`src/rtl/lif_neuron_array.sv`:
```
// Array of leaky integrate-and-fire neurons sharing one sequential leak/fire datapath.
// Define LIF_SPARSE_CNT_EN to count dropped zero-current events on sparse_cnt.
module lif_neuron_array #(
    parameter int N_NEURONS    = 4,
    parameter int DATA_W       = 8,
    parameter int THRESH       = 200,
    parameter int LEAK_SHIFT   = 1,
    parameter int REFRAC_STEPS = 2,
    localparam int IDX_W       = $clog2(N_NEURONS)
) (
    input  logic                 clk,
    input  logic                 rst_n,
    input  logic                 in_valid,
    output logic                 in_ready,
    input  logic [IDX_W-1:0]     in_nid,
    input  logic [DATA_W-1:0]    in_current,
    input  logic                 step,
    output logic                 busy,
    output logic                 spike_valid,
    output logic [N_NEURONS-1:0] spike_vec,
    input  logic [IDX_W-1:0]     rd_nid,
    output logic [DATA_W-1:0]    rd_state,
    output logic [15:0]          sparse_cnt
);

    localparam int DEPTH = 1 << IDX_W;
    localparam int REF_W = (REFRAC_STEPS > 0) ? $clog2(REFRAC_STEPS + 1) : 1;

    typedef enum logic [1:0] {IDLE, SWEEP, DONE} state_t;

    state_t              state;
    logic [IDX_W-1:0]    idx;
    logic                pending;
    logic [DATA_W-1:0]   membrane [DEPTH];
    logic [REF_W-1:0]    refrac   [DEPTH];
    logic [DEPTH-1:0]    nid_ok;
    logic [DEPTH-1:0]    shadow;
    logic [DEPTH-1:0]    shadow_next;

    logic                accept;
    logic                apply_evt;
    logic [DATA_W:0]     sum;
    logic [DATA_W-1:0]   sat_v;
    logic [DATA_W-1:0]   cur_v;
    logic [REF_W-1:0]    cur_r;
    logic [DATA_W-1:0]   leak_v;
    logic                fire;

    assign in_ready = (state == IDLE);
    assign busy     = (state != IDLE);
    assign accept   = in_valid & in_ready;

    // Index space is rounded up to a power of two; out-of-range ids are accepted but ignored.
    always_comb begin
        for (int i = 0; i < DEPTH; i++) nid_ok[i] = (i < N_NEURONS);
    end

    // NOTE: every always_comb output gets a default first so no latch is inferred.
    always_comb begin
        sum         = {1'b0, membrane[in_nid]} + {1'b0, in_current};
        sat_v       = sum[DATA_W] ? '1 : sum[DATA_W-1:0];
        apply_evt   = accept && (in_current != '0) && nid_ok[in_nid] && (refrac[in_nid] == '0);
        cur_v       = membrane[idx];
        cur_r       = refrac[idx];
        fire        = (cur_r == '0) && (cur_v >= DATA_W'(THRESH));
        leak_v      = cur_v - (cur_v >> LEAK_SHIFT);
        shadow_next = shadow;
        shadow_next[idx] = fire;
    end

    // NOTE: membranes and refractory counters are flops with architectural reset state,
    // so they are cleared in the async reset branch rather than left as uninitialised RAM.
    always_ff @(posedge clk or negedge rst_n) begin
        if (!rst_n) begin
            state       <= IDLE;
            idx         <= '0;
            pending     <= 1'b0;
            shadow      <= '0;
            spike_vec   <= '0;
            spike_valid <= 1'b0;
            for (int i = 0; i < DEPTH; i++) begin
                membrane[i] <= '0;
                refrac[i]   <= '0;
            end
        end else begin
            // NOTE: sequential state uses non-blocking assignments only.
            spike_valid <= 1'b0;
            case (state)
                IDLE: begin
                    if (apply_evt) membrane[in_nid] <= sat_v;
                    if (step) begin
                        state  <= SWEEP;
                        idx    <= '0;
                        shadow <= '0;
                    end
                end
                SWEEP: begin
                    if (step) pending <= 1'b1;
                    if (cur_r != '0) begin
                        membrane[idx] <= '0;
                        refrac[idx]   <= cur_r - REF_W'(1);
                    end else if (fire) begin
                        membrane[idx] <= '0;
                        refrac[idx]   <= REF_W'(REFRAC_STEPS);
                    end else begin
                        membrane[idx] <= leak_v;
                    end
                    shadow <= shadow_next;
                    if (idx == IDX_W'(N_NEURONS - 1)) begin
                        state       <= DONE;
                        spike_vec   <= shadow_next[N_NEURONS-1:0];
                        spike_valid <= 1'b1;
                    end else begin
                        idx <= idx + IDX_W'(1);
                    end
                end
                DONE: begin
                    pending <= 1'b0;
                    if (pending || step) begin
                        state  <= SWEEP;
                        idx    <= '0;
                        shadow <= '0;
                    end else begin
                        state <= IDLE;
                    end
                end
                default: state <= IDLE;
            endcase
        end
    end

    always_ff @(posedge clk or negedge rst_n) begin
        if (!rst_n) rd_state <= '0;
        else        rd_state <= membrane[rd_nid];
    end

`ifdef LIF_SPARSE_CNT_EN
    always_ff @(posedge clk or negedge rst_n) begin
        if (!rst_n) begin
            sparse_cnt <= '0;
        end else if (accept && (in_current == '0) && (sparse_cnt != 16'hFFFF)) begin
            sparse_cnt <= sparse_cnt + 16'd1;
        end
    end
`else
    assign sparse_cnt = '0;
`endif

endmodule
```
`config.mk`:
```
export PLATFORM = sky130hd
export DESIGN_NAME = lif_neuron_array
export DESIGN_NICKNAME = d
export VERILOG_FILES = /design/src/rtl/lif_neuron_array.sv
export SDC_FILE = /design/constraint.sdc
export NUM_CORES = 1
export LEC_CHECK = 0
export CAP_MARGIN = 40
export CORE_MARGIN = 2
export CORE_UTILIZATION = 58
export DETAILED_ROUTE_END_ITERATION = 6
export MAX_ROUTING_LAYER = met4
export PLACE_DENSITY_LB_ADDON = 0.08
export REMOVE_ABC_BUFFERS = 1
export SYNTH_ARGS = -nofsm -noshare
export SYNTH_HDL_FRONTEND = slang
export SYNTH_SLANG_ARGS = --single-unit
```
`constraint.sdc`:
```
create_clock -name clk -period 3.79 [get_ports clk]
set_input_delay 0.379 -clock clk [delete_from_list [all_inputs] [get_ports clk]]
set_output_delay 0.379 -clock clk [all_outputs]
set_load 0.01 [all_outputs]
```
==> results.cfg, run 1 <==
[place]
numPortBuffers = 30
gp_congestion = 0.996
hpwl_mm = 10.3

[grt]
grt_pass1_wl_mm = 21.5
grt_pass1_vias = 4034
antenna_found_initial = 0
grt.total_usage_pct = 35.4
use_met2_pct = 54.8
gr-usage-met3_pct = 6.08
grt_overflow = 0
use_met1_pct = 44.1
busiest_layer = met2
grt_max_degree = 36

[routing]
wl_per_cell_um = 22.9
ant_nets = 0
drc_errors = 0
drtIter0Drc = 414
dr.pass1.iters = 5
wl_mm = 13.8
vias_per_cell = 6.64
vias = 3993

[min_path]
hold_class = in2async

[timing]
min_period_ns = 3.44
tightest_slew_ns = 0.644
hold_viol = 0
relSlewSlack_pct = 56.9
setup_viol = 0
max_freq_ghz = 0.291
slew_violations = 0
hold_ws_ns = 0.367
finalClockSkew_ns = 0.00772
setup_tns_ns = 0
rsz0062_at_grt = false
period_share_pct = 90.7

[clock_tree]
cts_setup_buffers = 0
insertion_delay_ns = 0.36
clk_pin_slew_ns = 0.07
cts_tree = built
clock_sinks = 61
h-tree-depth = 3
cts_buffer_depth = 2
numCtsBuffers = 9
cts_root_buf = clkbuf_8

[yosys]
ys_warn_count = 0
syn-mean-instance-area_sq_um = 9.93
synth_cell_types = 58
ys_seq_area_share_pct = 34.2
synth.ff_latch_count = 61
ys.flop_type = dfrtp_1
syn_area_sq_um = 4470
ys_async_sr_fraction_pct = 100
synthCells = 450
synth_edf_count = 0

[critical_path]
worst-r2r-cell-count = 11
r2r-start = idx[1]
r2r-end = membrane[24]
rrSetupSlack_ns = 0.35
cp_data_required_time_ns = 4.04
worst_setup_path_end_kind = register
cp_max_fo = 14
crit_path_start_kind = register
worstPathArrival_ns = 3.69
crit_type = reg2reg

[cells_and_area]
final_cell_mix = dfrtp_1 (61), nor2_1 (46), nand2_1 (29), clkdlybuf4s50_1 (29)
drive_above_1_share_pct = 14.6
nets = 538
insertedDiodeCount = 0
nFillCells = 603
layout_commonest_cell = dfrtp_1
areaGrowthSynthToFinish_pct = 15.1

[floorplanning]
dieArea_sq_um = 8420
rows = 32
io_pins = 47
die_h_um = 91.8
die_w_um = 91.8
core_sq_um = 7610
initial_core_util_pct = 58.7

[power]
ir_drop_v = 0.000664
pwr_density_cell_nw_per_um2 = 1060
p_leak_nw = 2.20

[job]
maxCapViolations = 0

[run_status]
run_status = complete, no violations
[per-layer routing]
| metal | vias to the layer above | part of all wire [%] | routed length (um) |
|---|---|---|---|
| met5 | - | 0 | 0 |
| met4 | 0 | 5.0 | 696 |
| met3 | 53 | 8.2 | 1130 |
| met2 | 242 | 47 | 6480 |
| met1 | 1944 | 40 | 5490 |
| li1 | 1754 | - | - |
[sequential cells by signal, indices dropped and copies added (netlist names)]
register and cells:
membrane 32, rd_state 8, refrac 8, spike_vec 4, shadow 3, idx 2, state 2, pending 1
spike_valid 1
[cell usage after synthesis, types with 5 or more instances]
master	instances	area, sq um
and2_1	7	43.8
nor2_1	46	173
ha_1	26	325
a22o_1	10	87.6
nor3_1	8	40.0
nor2b_1	6	37.5
mux4_2	26	586
a221o_1	13	130
a22oi_1	5	37.5
nand2b_1	6	37.5
o21ai_0	23	115
a21oi_1	25	125
dfrtp_1	61	1530
o2bb2ai_1	13	114
xnor2_1	6	52.6
inv_1	25	93.8
a32oi_1	7	61.3
a211oi_1	6	45.0
clkbuf_1	11	41.3
nand2_1	29	109
buf_4	17	128
[critical path, cell delays in order, from the launching register on]
cell and delay [ns]:
dfrtp_1 0.61, buf_4 0.26, mux4_2 0.37, inv_1 0.13, ha_1 0.17, nand2_1 0.08
o22ai_1 0.22, or2_1 0.57, buf_4 0.27, a22o_1 0.39, a21oi_1 0.08, a21o_1 0.17
[metrics by stage]
stage          power, mW  area [sq um]  setup WS, ns  utilization (%)  cells
2_1_floorplan       3.47          4330         0.467                -    431
3_3_place_gp        4.65          4900         0.131             64.5    583
3_5_place_dp        4.69          4920        0.0772             64.7    584
4_1_cts             5.35          5140         0.432             67.6    601
5_1_grt             5.78          5140         0.202             67.6    601
6_report            5.45          5140         0.352             67.6    601
[worst max path at each step]
stage	from	to	slack [ns]	cells past startpoint
floorplan	idx[0]	membrane[22]	0.47	11
global placement	in_nid[0]	membrane[4]	0.13	10
detailed placement	in_nid[0]	membrane[4]	0.08	10
CTS	in_nid[0]	membrane[4]	0.43	10
global route	idx[0]	membrane[14]	0.20	10
finish	idx[1]	membrane[24]	0.35	11
[timing repair]
item                                   4_1_cts  5_1_grt
resized for setup                            0        0
endpoints found under the hold margin        2        0
hold buffers                                 1        0
[cell type report]
type | count | area, sq um | area share, %
multi-input cells | 344 | 2710 | 52.6
repair buffers | 52 | 475 | 9.25
clock buffers | 12 | 135 | 2.63
clock inverters | 4 | 72.6 | 1.41
flip-flops and latches | 61 | 1530 | 29.7
inverters | 26 | 97.6 | 1.90
well taps | 102 | 128 | 2.48
[power breakdown]
part           switching [mW]  internal, mW  total (mW)
clock                   0.265         0.370       0.635
combinational            2.24          1.45        3.69
sequential              0.235         0.890        1.13
[logic make-up after synthesis]
| logic type | Yosys count | synth area share [%] |
|---|---|---|
| flops | 61 | 34.2 |
| xor+xnor | 8 | 1.57 |
| fa+ha+maj | 28 | 8.18 |
| mux | 32 | 14.5 |
| other cells | 1 | 0.0839 |
| compound gates | 127 | 20.4 |
| buf+inv | 60 | 6.52 |
| simple gates | 133 | 14.5 |
No activity file was read; power rests on OpenSTA's default activity.
==> run 2: changes to the inputs <==
--- a/config.mk
+++ b/config.mk
@@ -8,6 +8,7 @@
 export CAP_MARGIN = 40
 export CORE_MARGIN = 2
 export CORE_UTILIZATION = 58
+export CTS_CLUSTER_SIZE = 40
 export DETAILED_ROUTE_END_ITERATION = 6
 export MAX_ROUTING_LAYER = met4
 export PLACE_DENSITY_LB_ADDON = 0.08
==> results of run 2 <==
No change in the layout: final DEF, timing and power equal those of run 1.
